## src/rtl/cnt_seq_pkg.sv

```systemverilog
// cnt_seq_pkg: state type and width helpers shared by the sequential popcount.
// Also provides the `High/`Low polarity macros used for the ACT parameter.
`ifndef High
`define High 1'b1
`endif
`ifndef Low
`define Low 1'b0
`endif

package cnt_seq_pkg;

  typedef enum logic [1:0] {
    IDLE = 2'd0,
    RUN  = 2'd1,
    DONE = 2'd2
  } cnt_seq_state_t;

  function automatic int cnt_out_w(input int width);
    return $clog2(width) + 1;
  endfunction

  function automatic int cnt_cw(input int chunk);
    return $clog2(chunk) + 1;
  endfunction

endpackage

```

## src/rtl/cnt_bits.sv

```systemverilog
// cnt_bits: combinational count of the bits of i_data equal to ACT.
// Output is $clog2(IN)+1 bits so an all-active word fits.
`ifndef High
`define High 1'b1
`endif

module cnt_bits
  import cnt_seq_pkg::*;
#(
  parameter int   IN  = 64,
  parameter logic ACT = `High
) (
  input  logic [IN-1:0]         i_data,
  output logic [cnt_cw(IN)-1:0] o_cnt
);

  localparam int CW = cnt_cw(IN);

  always_comb begin
    o_cnt = '0;
    for (int i = 0; i < IN; i++) begin
      o_cnt = o_cnt + CW'(i_data[i] == ACT);
    end
  end

endmodule

```

## src/rtl/cnt_bits_seq.sv

```systemverilog
// cnt_bits_seq: popcount of a WIDTH-bit word, CHUNK bits per cycle.
// Optional CNT_BITS_SEQ_EARLY_EXIT_EN ends RUN once no active bits remain.
`ifndef High
`define High 1'b1
`endif

module cnt_bits_seq
  import cnt_seq_pkg::*;
#(
  parameter int   WIDTH = 512,
  parameter int   CHUNK = 64,
  parameter logic ACT   = `High
) (
  input  logic                        clk,
  input  logic                        reset,
  input  logic                        in_valid,
  output logic                        in_ready,
  input  logic [WIDTH-1:0]            in_data,
  output logic                        out_valid,
  input  logic                        out_ready,
  output logic [cnt_out_w(WIDTH)-1:0] out_cnt,
  output logic                        busy
);

  localparam int NCHUNK = WIDTH / CHUNK;
  localparam int OUT    = cnt_out_w(WIDTH);
  localparam int CW     = cnt_cw(CHUNK);
  localparam int IW     = (NCHUNK > 1) ? $clog2(NCHUNK) : 1;

  generate
    if ((CHUNK < 2) || ((CHUNK & (CHUNK - 1)) != 0) ||
        ((WIDTH % CHUNK) != 0)) begin : g_bad_cfg
      $error("cnt_bits_seq: CHUNK must be pow2 >= 2 dividing WIDTH");
    end
  endgenerate

  cnt_seq_state_t r_state;
  cnt_seq_state_t w_next;

  logic [WIDTH-1:0] r_shreg;
  logic [WIDTH-1:0] w_shift;
  logic [OUT-1:0]   r_acc;
  logic [OUT-1:0]   r_cnt;
  logic [OUT-1:0]   w_sum;
  logic [IW-1:0]    r_idx;
  logic [CW-1:0]    w_part;
  logic             w_last;
  logic             w_accept;

  cnt_bits #(
    .IN  (CHUNK),
    .ACT (ACT)
  ) u_cnt (
    .i_data (r_shreg[CHUNK-1:0]),
    .o_cnt  (w_part)
  );

  assign w_sum    = r_acc + OUT'(w_part);
  assign w_accept = in_valid & in_ready;

  // Shift in the inactive value so spent chunks never count.
  assign w_shift = ACT ? (r_shreg >> CHUNK)
                       : ~((~r_shreg) >> CHUNK);

`ifdef CNT_BITS_SEQ_EARLY_EXIT_EN
  logic [WIDTH-1:0] w_act;
  assign w_act  = ACT ? r_shreg : ~r_shreg;
  assign w_last = (r_idx == IW'(NCHUNK - 1)) ||
                  ~|(w_act >> CHUNK);
`else
  assign w_last = (r_idx == IW'(NCHUNK - 1));
`endif

  always_ff @(posedge clk) begin
    if (reset) r_state <= IDLE;
    else       r_state <= w_next;
  end

  always_comb begin
    w_next = r_state;
    unique case (r_state)
      IDLE:    if (w_accept) w_next = RUN;
      RUN:     if (w_last) w_next = DONE;
      DONE:    if (out_ready) w_next = IDLE;
      default: w_next = IDLE;
    endcase
  end

  always_comb begin
    in_ready  = (r_state == IDLE) && !reset;
    out_valid = (r_state == DONE);
    busy      = (r_state != IDLE);
  end

  always_ff @(posedge clk) begin
    if (reset) begin
      r_shreg <= {WIDTH{~ACT}};
      r_acc   <= '0;
      r_idx   <= '0;
      r_cnt   <= '0;
    end else begin
      unique case (r_state)
        IDLE: begin
          if (w_accept) begin
            r_shreg <= in_data;
            r_acc   <= '0;
            r_idx   <= '0;
          end
        end
        RUN: begin
          r_shreg <= w_shift;
          r_acc   <= w_sum;
          r_idx   <= r_idx + 1'b1;
          if (w_last) r_cnt <= w_sum;
        end
        default: ;
      endcase
    end
  end

  assign out_cnt = r_cnt;

endmodule

```

## config.mk

```make
export PLATFORM = sky130hd
export DESIGN_NAME = cnt_bits_seq
export DESIGN_NICKNAME = d
export VERILOG_FILES = /design/src/rtl/cnt_seq_pkg.sv /design/src/rtl/cnt_bits.sv /design/src/rtl/cnt_bits_seq.sv
export SDC_FILE = /design/constraint.sdc
export NUM_CORES = 1
export LEC_CHECK = 0
export CORE_MARGIN = 5
export CORE_UTILIZATION = 30
export DETAILED_ROUTE_END_ITERATION = 10
export PLACE_DENSITY = 0.61
export SYNTH_ARGS = -nofsm -noshare
export SYNTH_HDL_FRONTEND = slang
export SYNTH_SLANG_ARGS = --single-unit
```

## constraint.sdc

```tcl
create_clock -name clk -period 8.3 [get_ports clk]
set_clock_uncertainty 0.1 [all_clocks]
set_input_delay 0.83 -clock clk [delete_from_list [all_inputs] [get_ports clk]]
set_output_delay 0.83 -clock clk [all_outputs]
set_load 0.01 [all_outputs]
```

=== After elaboration in Yosys (flattened, before gate mapping) ===
Cells that the tools add are included.

* Bits in registers: 537
* Input port bits: 516
* Output and inout bits: 13
* Logic and storage cells: 95

* Add/sub/neg operators: 65
* Eq/ne operators: 6
* Multiplexer cells: 10
* Bitwise gates (word level): 1
* Reduce and logical (&&, ||, !) cells: 8

{| class="wikitable"
|+ Operator list
! kind !! count
|-
| $pmux 512 s2 || 1
|-
| $mux 512 || 1
|-
| $add 7x1->7 || 62
|-
| $pmux 10 s2 || 1
|-
| $add 10x7->10 || 1
|-
| $mux 10 || 1
|-
| $mux 2 || 3
|-
| $pmux 2 s3 || 1
|-
| $pmux 3 s2 || 1
|-
| $ne 2x2->1 const B || 2
|-
| $reduce_and 2->1 || 2
|-
| $reduce_bool 2->1 || 2
|-
| $add 3x1->3 const B || 1
|-
| $eq 3x3->1 const B || 1
|-
| $mux 3 || 1
|-
| $reduce_and 3->1 || 1
|-
| $add 1x1->2 || 1
|-
| $eq 2x1->1 const B || 1
|-
| $eq 2x2->1 const B || 1
|-
| $logic_not 2->1 || 1
|-
| $ne 2x1->1 const B || 1
|-
| $and 1x1->1 || 1
|-
| $logic_and 1x1->1 || 1
|-
| $logic_not 1->1 || 1
|}

=== Depth between registers and ports, before layout ===
Gate-level depths: netlist (run 1).

* Word-level depth: 65
* Gate-level depth with buffers: 27
* Gate-level depth less buffers: 27

=== By module ===
A second synthesis (run 1) with hierarchy kept.

* Cells, all modules: 3106
* Area, all modules: 25802.2 µm²

{| class="wikitable"
|+ Modules (own cells, without submodules)
! module !! instances !! cells an instance !! area an instance (µm²) !! seq. area each (µm²)
|-
| cnt_bits_seq || 1 || 2922 || 24025.5 || 10750.3
|-
| cnt_bits || 1 || 184 || 1776.7 || 0.0
|}

=== Worst setup path after synthesis (run 1) ===
No wires, ideal clock.

* Path type: reg-to-reg
* From: reg r_shreg[0]
* To: reg r_acc[9]
* Library setup time: 0.074 ns
* Data arrival time: 6.909 ns
* Required time: 8.126 ns
* Slack: 1.217 ns
* Stages on the path, launching flop included: 24
* Buffers on the path: 0
* Period minus slack after synthesis: 7.083 ns
* Cell sequence: dfxtp_1 ha_1 inv_1 fa_1 inv_1 fa_1 fa_1 fa_1 fa_1 fa_1 inv_1 fa_1 fa_1 fa_1 fa_1 o21ai_0 a21oi_1 xnor2_1 ha_1 nand4_1 a21oi_2 nor2_1 or4_1 a31oi_1

* Cells in the longest elaborated chain, start to end: 65

{| class="wikitable"
|+ Ends and longest elaborated chain
! what !! RTL line !! RTL
|-
| start: declaration || cnt_bits_seq.sv:40 || <nowiki>logic [WIDTH-1:0] r_shreg;</nowiki>
|-
| start signal: assignment || cnt_bits_seq.sv:97 || <nowiki>r_shreg <= {WIDTH{~ACT}};</nowiki>
|-
| start signal: assignment || cnt_bits_seq.sv:105 || <nowiki>r_shreg <= in_data;</nowiki>
|-
| start signal: assignment || cnt_bits_seq.sv:111 || <nowiki>r_shreg <= w_shift;</nowiki>
|-
| $add 1x1->2 || cnt_bits.sv:22 || <nowiki>o_cnt = o_cnt + CW'(i_data[i] == ACT);</nowiki>
|-
| $add 7x1->7 (62 in series) || cnt_bits.sv:22 ||
|-
| $add 10x7->10 || cnt_bits_seq.sv:58 || <nowiki>assign w_sum = r_acc + OUT'(w_part);</nowiki>
|-
| $pmux 10 s2 || cnt_bits_seq.sv:102 || <nowiki>unique case (r_state)</nowiki>
|-
| end signal: assignment || cnt_bits_seq.sv:112 || <nowiki>r_acc <= w_sum;</nowiki>
|-
| end: declaration || cnt_bits_seq.sv:42 || <nowiki>logic [OUT-1:0] r_acc;</nowiki>
|}

No other way between the ends.
A chain may end at the register's enable or synchronous reset.

=== Final worst setup path (run 1) ===
* From: reg r_shreg[0]
* To: reg r_cnt[8], in the netlist out_cnt[8]

* Cells in the longest elaborated chain, start to end: 64

{| class="wikitable"
|+ Ends and longest elaborated chain
! what !! RTL line !! RTL
|-
| $add 1x1->2 || cnt_bits.sv:22 ||
|-
| $add 7x1->7 (62 in series) || cnt_bits.sv:22 ||
|-
| $add 10x7->10 || cnt_bits_seq.sv:58 ||
|-
| end signal: assignment || cnt_bits_seq.sv:114 || <nowiki>if (w_last) r_cnt <= w_sum;</nowiki>
|-
| end: declaration || cnt_bits_seq.sv:43 || <nowiki>logic [OUT-1:0] r_cnt;</nowiki>
|}

No other way between the ends.

==> results by group, run 1 <==
Outcome
  – Outcome: complete, no violations

STA
  – Max frequency: 0.133 GHz
  – Worst-margin pin slew: about 1100 ps
  – Final worst-path setup slack: 755 ps
  – Setup Viol. Count Final: 0
  – Fin. Hold Viols: 0
  – RSZ-0062 raised after global routing: no
  – Period minus WS final: between 7000 and 8000 ps
  – Setup_tns: 0 ps
  – Rel. slew slack: 0.260
  – Final cycle utilization of the critical path: 0.909
  – Max-slew violations: 0

Synthesis
  – YS warnings: 0
  – EDFF count, synth: 0
  – Post-Syn Instances: ~3100
  – Predominant post-synthesis flop cell: dfxtp_1
  – Register area share after synthesis: 0.439
  – Area leader, netlist: dfxtp_1
  – Syn avg cell area: 7.91 µm²
  – #FFs+latches synth: approximately 540
  – Count leader, synth: nand2_1
  – Cell variety after synth: between 40 and 50
  – Fraction of registers with async set/reset: 0
  – Cell area after synthesis: around 0.024 mm²
  – Synth top cells by count: nand2_1, dfxtp_1, nor2_1
  – Synth area leaders: dfxtp_1, a311oi_1, nand2_1
  – Synth top area share: 0.439
  – Post-Synthesis Net Count: 3690

Detailed routing
  – Post-DRT Antenna Nets: 0
  – Vias: approximately 23000
  – DRC: 0
  – DRT Pass-1 Iters: 7
  – WL final: a little under 90000 µm
  – WL per Instance: around 19 µm
  – Vias per inst: roughly 5
  – Initial DRC Count: 1622

Critical path
  – FF-to-FF Start: r_shreg[0]$_SDFFE_PP0P_
  – CP Depth: 23
  – Setup crit end kind: flip-flop
  – Critical Path Start Type: flip-flop
  – Cells along the critical path: ha_1 -> inv_1 -> fa_1 -> inv_1 -> fa_1 -> fa_1 -> fa_1 -> fa_1 -> fa_1 -> inv_1 -> fa_1 -> fa_1 -> fa_1 -> fa_1 -> o21ai_0 -> a21oi_1 -> xnor2_1 -> ha_1 -> a21oi_2 -> o211ai_1 -> o2111ai_1 -> xor2_1 -> a211oi_1
  – Crit path kind: flip-flop to flip-flop
  – Reg2reg end: out_cnt[8]$_SDFFE_PP0P_
  – Top delay family on crit path: adder cells
  – Setup crit end: out_cnt[8]$_SDFFE_PP0P_
  – Crit path from: r_shreg[0]$_SDFFE_PP0P_
  – CP bufs+invs: 3
  – Crit-path max FO: 8
  – Worst r2r path cells: 23
  – Reg2reg setup slack: approximately 760 ps
  – Crit-path max cell delay: 530 ps
  – Slowest CP cell: fa_1
  – Req. time, crit path: a little under 9000 ps
  – Worst Path Arrival: approximately 8000 ps
  – Critical path's most frequent cell: fa_1

Cells and area
  – Post-route cell area: about 0.032 mm²
  – Layout cells sized above 1: 0.0372
  – Layout area overhead: 30.6%
  – # nets final: just over 4000
  – Layout fillers: approximately 8400
  – Core Util, Final: 0.396

Clock tree
  – H-tree levels: 2
  – Clk root buf: clkbuf_16
  – CTS buffer count: between 60 and 70
  – Worst-path clk slew: approximately 60 ps
  – Clock sinks: 537
  – Clock tree buffer depth: 3
  – Clock latency on the worst-skew pair: between 600 and 700 ps
  – Post-CTS Setup Bufs: 0
  – Post-CTS Resized: 0
  – Hold-fix buffers, CTS: 0
  – CTS tree: built

GRT
  – Initial antenna violation count: 18
  – Largest net degree at the start of global routing: approximately 250
  – Gr ovfl total: 0
  – GRT Util Overall: 0.191
  – Global-route wire length before repair: roughly 130000 µm
  – Via count of the first global-routing pass: between 20000 and 25000

Die
  – Die footprint: 0.0874 mm²
  – Die H: approximately 300 µm
  – Site Rows: between 100 and 150
  – Ports: 529
  – Initial Utilization: 0.303
  – DIE WIDTH: about 300 µm
  – Core area: 0.0807 mm²

Placed design
  – Number of I/O port buffers: 528
  – Final GP Congestion: around 0.86
  – Placed inst area: ~0.03 mm²
  – Pre-CTS WS: a little under 800 ps
  – HPWL after DPL: between 60000 and 70000 µm

Pwr
  – Static leakage: roughly 12 nW
  – Power Density: approximately 330 mW/mm²
  – Peak supply drop: between 1000 and 1500 µV

Run
  – Max Cap Viol: 0

Hold path
  – Hold Crit Class: flip-flop to flip-flop
power breakdown:
part	switching, mW	leakage (nW)	internal, mW
clock network	1.10	0.982	1.60
registers	0.132	4.44	2.81
logic	2.76	6.62	2.05
total	4.00	12.0	6.46
worst reg2reg max path, delay by kind of cell (launching register included):
family / cells / cell delay (ps)
DFF: 1 / 310
adders and majority gates: 12 / 5360
buffers and inverters: 3 / 160
AOI/OAI and AO/OA: 6 / 1280
xor gates and xnor gates: 2 / 260
area by class of cell:
class	count	area [µm²]	share of cell area
clock inverter	12	129	0.00403
timing repair buffer	549	5510	0.172
sequential	537	10800	0.337
clock buffer	95	1880	0.0587
antenna	12	30.0	0.000940
inverter	78	295	0.00924
multi-input combinational	2199	12000	0.377
tap	1060	1330	0.0415
routing by layer:
layer	wire, µm	up-vias	part of all wire	GRT usage
met4	2550	12	0.029	0.0583
met5	78	-	0.00088	0
met2	40800	597	0.46	0.306
met1	39000	10500	0.44	0.260
met3	5790	120	0.066	0.0390
li1	-	11300	-	-
flip-flops by register name (all words and copies together) (netlist names):
| name | flops |
|---|---|
| out_cnt | 10 |
| r_acc | 10 |
| r_idx | 3 |
| r_shreg | 512 |
| r_state | 2 |
logic make-up (layout without fill, tap and decap cells):
family | Yosys count | count (layout) | share of synthesized area
buf+inv | 357 | 734 | 0.0697
simple gates | 1547 | 1547 | 0.242
xor+xnor | 7 | 7 | 0.00251
flops | 537 | 537 | 0.439
fa+ha+maj | 81 | 81 | 0.0583
compound gates | 564 | 564 | 0.188
other cells | 0 | 12 | 0
worst min path at each step:
stage	startpoint	to	slack (ps)	cells past startpoint
CTS	r_shreg[508]$_SDFFE_PP0P_	r_shreg[508]$_SDFFE_PP0P_	360	2
finish	r_shreg[465]$_SDFFE_PP0P_	r_shreg[465]$_SDFFE_PP0P_	350	2
detailed placement	r_shreg[508]$_SDFFE_PP0P_	r_shreg[508]$_SDFFE_PP0P_	350	2
floorplan	r_shreg[448]$_SDFFE_PP0P_	r_shreg[448]$_SDFFE_PP0P_	340	2
global placement	r_shreg[461]$_SDFFE_PP0P_	r_shreg[461]$_SDFFE_PP0P_	340	2
global route	r_shreg[508]$_SDFFE_PP0P_	r_shreg[508]$_SDFFE_PP0P_	370	2
cells in the final DEF (no fill, tap or decap), types with 3 or more instances in the layout:
| master | n |
|---|---|
| a211oi_1 | 3 |
| a21oi_1 | 74 |
| a22oi_1 | 11 |
| a311oi_1 | 448 |
| a31oi_1 | 4 |
| buf_12 | 5 |
| buf_4 | 16 |
| clkbuf_1 | 13 |
| clkbuf_16 | 62 |
| clkbuf_8 | 20 |
| clkdlybuf4s50_1 | 527 |
| clkinv_2 | 6 |
| clkinvlp_4 | 3 |
| dfxtp_1 | 537 |
| diode_2 | 12 |
| fa_1 | 55 |
| ha_1 | 26 |
| inv_1 | 77 |
| nand2_1 | 1039 |
| nand3_1 | 9 |
| nand4_1 | 5 |
| nor2_1 | 467 |
| nor2b_1 | 3 |
| o211ai_1 | 3 |
| o21ai_0 | 7 |
| or3_1 | 5 |
| xnor2_1 | 3 |
| xor2_1 | 4 |
per-stage QoR:
stage          cells  power (mW)  hold slack [ps]
2_1_floorplan   3093        6.64              337
3_3_place_gp    4423        7.71              343
3_5_place_dp    4423        7.82              347
4_1_cts         4530        10.6              356
5_1_grt         4534        11.3              370
6_report        4542        10.5              354
No activity file was read; power rests on OpenSTA's default activity.
==> inputs of run 2 (changes only) <==
HOLD_SLACK_MARGIN = 0.05   (was not set)
==> results of run 2 <==
Final layout, timing and power as in run 1 (identical DEF).
==> inputs of run 3 (changes only) <==
CAP_MARGIN = 15   (was not set)
CORE_UTILIZATION = 50   (was 30)
PLACE_DENSITY = 0.79   (was 0.61)
==> run 3 against run 2 <==
Effect of this change:
- sequential power about the same
- fmax down 1.5%
- via count grew 4.4%
- worst setup slack lost 120 ps
- global-route usage rose by 10 points
==> results by group, run 3 (synthesis gave the netlist of run 1 again) <==
Detailed routing
  – Vias per inst: 5.72 (+15%)
  – Post-DRT Antenna Nets: 0 (unchanged)
  – Vias: 23500 (+4.4%)
  – DRC: 0 (unchanged)
  – Initial DRC Count: 2742 (+69%)
  – WL per Instance: 20.0 µm (+2.8%)
  – WL final: 82100 µm (-6.9%)
  – DRT Pass-1 Iters: 6 (-1)

Clock tree
  – H-tree levels: 2 (unchanged)
  – Worst-path clk slew: 60 ps (about the same)
  – Clock sinks: 537 (unchanged)
  – Post-CTS Resized: 0 (unchanged)
  – Post-CTS Setup Bufs: 0 (unchanged)
  – Clk root buf: clkbuf_16
  – Hold-fix buffers, CTS: 0 (unchanged)
  – Clock latency on the worst-skew pair: 600 ps (-20 ps)
  – CTS tree: built
  – Clock tree buffer depth: 3 (unchanged)
  – CTS buffer count: 56 (-8.2%)

Cells and area
  – Layout fillers: 4179 (-50%)
  – Post-route insts no fill: 4114 (-9.4%)
  – Multi-input gate area: 0.0120 mm² (unchanged)
  – Layout cells sized above 1: 0.0352 (-0.00202)
  – Reg area: 0.0108 mm² (unchanged)
  – # nets final: 4022 (-0.025%)
  – Biggest register: r_shreg
  – Max FFs per register: 512 (unchanged)
  – Commonest non-fill, non-tap cell in the layout: nand2_1
  – Commonest cells after routing, fill and taps aside: nand2_1, dfxtp_1, clkdlybuf4s50_1
  – Layout area overhead: 27.9%

GRT
  – Largest net degree at the start of global routing: 240 (-2.8%)
  – Global-route wire length before repair: 126000 µm (-3.9%)
  – GRT Util Overall: 0.291 (+0.0998)
  – Initial antenna violation count: 27 (+9)
  – Gr ovfl total: 0 (unchanged)
  – Via count of the first global-routing pass: 22500 (+5.0%)

Die
  – Site Rows: 81 (-22%)
  – Die footprint: 0.0535 mm² (-39%)
  – Initial Utilization: 0.503 (+0.200)
  – DIE WIDTH: 231 µm (-22%)
  – Ports: 529 (unchanged)
  – Core area: 0.0486 mm² (-40%)
  – Die H: 231 µm (-22%)

STA
  – Period minus WS final: 7660 ps (+118 ps)
  – RSZ-0062 raised after global routing: no
  – Min Hold Slack: 357 ps (+2.93 ps)
  – Max frequency: 0.131 GHz (-1.5%)
  – Worst-margin pin slew: 1140 ps (+29.3 ps)
  – Setup Viol. Count Final: 0 (unchanged)
  – Setup_tns: 0 ps (unchanged)
  – Final cycle utilization of the critical path: 0.923 (+0.0142)
  – Rel. slew slack: 0.241 (-0.0195)
  – Fin. Hold Viols: 0 (unchanged)
  – Max-slew violations: 0 (unchanged)

Critical path
  – Top delay family on crit path: adder cells
  – Crit-path max cell delay: 540 ps (about the same)
  – Cells along the critical path: ha_1 -> inv_1 -> fa_1 -> inv_1 -> fa_1 -> fa_1 -> fa_1 -> fa_1 -> fa_1 -> inv_1 -> fa_1 -> fa_1 -> fa_1 -> nor2b_1 -> o21ai_0 -> a21boi_0 -> or4b_1 -> o2111ai_1 -> ha_1 -> nand4_1 -> a21oi_2 -> nor2_1 -> or4_1 -> a31oi_1
  – Slowest CP cell: fa_1
  – Crit path kind: flip-flop to flip-flop
  – Req. time, crit path: 8720 ps (about the same)
  – Critical Path Start Type: flip-flop
  – Worst Path Arrival: 8080 ps (+110 ps)
  – Crit-path max FO: 9 (+1)
  – Setup crit end kind: flip-flop
  – Critical path's most frequent cell: fa_1
  – CP bufs+invs: 3 (unchanged)

Run
  – Max Cap Viol: 0 (unchanged)

Pwr
  – Comb pwr share: 0.473 (+0.013)
  – Net Sw Frac: 0.387 (+0.00415)
  – Power Density: 334 mW/mm² (+1.9%)
  – Peak supply drop: 787 µV (-29%)
  – P_int: 6.40 mW (-0.89%)
  – Static leakage: 12.0 nW (-0.53%)
  – Sequential Power Share: 0.283 (about the same)
  – Psw: 4.04 mW (+0.87%)
  – Clock power frac: 0.244 (-0.014)

Placed design
  – HPWL after DPL: 58800 µm (-5.8%)
  – Final GP Congestion: 0.950 (+11%)
  – Number of I/O port buffers: 528 (unchanged)
  – Placed insts: 3989 (-9.8%)

Hold path
  – Hold Crit Class: flip-flop to flip-flop

Outcome
  – Outcome: complete, no violations
==> run 3: changes by cell type in the layout (fill, tap and decap cells not counted), moves of 2 or more <==
cell | before | now
inv_6 | 0 | 2
clkbuf_8 | 20 | 9
bufinv_16 | 2 | 5
diode_2 | 12 | 22
clkbuf_16 | 62 | 57
buf_4 | 16 | 21
clkbuf_1 | 13 | 20
==> run 3: final cells by class <==
cell class / count / area share
Inverter: 78 / 0.00944
Antenna cell: 22 / 0.00176
Clock buffer: 86 / 0.0519
Tap cell: 622 / 0.0249
Multi-Input combinational cell: 2199 / 0.384
Sequential cell: 537 / 0.344
Clock inverter: 17 / 0.00748
Timing Repair Buffer: 553 / 0.177
==> run 3: final timing paths <==
check | startpoint | endpoint | slack (ps) | cells after the start
worst max-delay path | r_shreg[0]$_SDFFE_PP0P_ | r_acc[9]$_SDFFE_PP0P_ | 640 | 24
worst min register to register | r_shreg[463]$_SDFFE_PP0P_ | r_shreg[463]$_SDFFE_PP0P_ | 360 | 2
worst max register to register | r_shreg[0]$_SDFFE_PP0P_ | r_acc[9]$_SDFFE_PP0P_ | 640 | 24
worst min-delay path | r_shreg[463]$_SDFFE_PP0P_ | r_shreg[463]$_SDFFE_PP0P_ | 360 | 2
==> run 3: worst min-delay path, cell delays in order, from the launching register on <==
cell and delay, ps:
dfxtp_1 310, nand2_1 50, a21oi_1 50
==> run 3: stage by stage <==
step / total power, mW / utilization / setup WS (ps) / cell area (µm²)
3_5_place_dp: 7.88 / 0.604 / 678 / 29400
2_1_floorplan: 6.64 / - / 1220 / 24500
6_report: 10.4 / 0.643 / 637 / 31300
5_1_grt: 11.2 / 0.643 / 272 / 31300
4_1_cts: 10.5 / 0.642 / 647 / 31200
3_3_place_gp: 7.64 / 0.604 / 852 / 29400
==> run 3: metal layers <==
layer / vias to the layer above / wire [µm] / global-route usage
li1: 11300 / - / -
met1: 11000 / 35100 / 0.403
met2: 1014 / 37300 / 0.451
met3: 173 / 6270 / 0.0497
met4: 10 / 3390 / 0.122
met5: - / 70 / 0
==> run 3: power groups by stage <==
stage	combinational, mW	clock, mW	sequential, mW
final	4.94	2.54	2.96
after global placement	4.64	0	2.99
after floorplan	3.69	0	2.96
after detailed placement	4.87	0	3.00
after CTS	4.93	2.57	2.95
after global routing	5.56	2.67	2.98
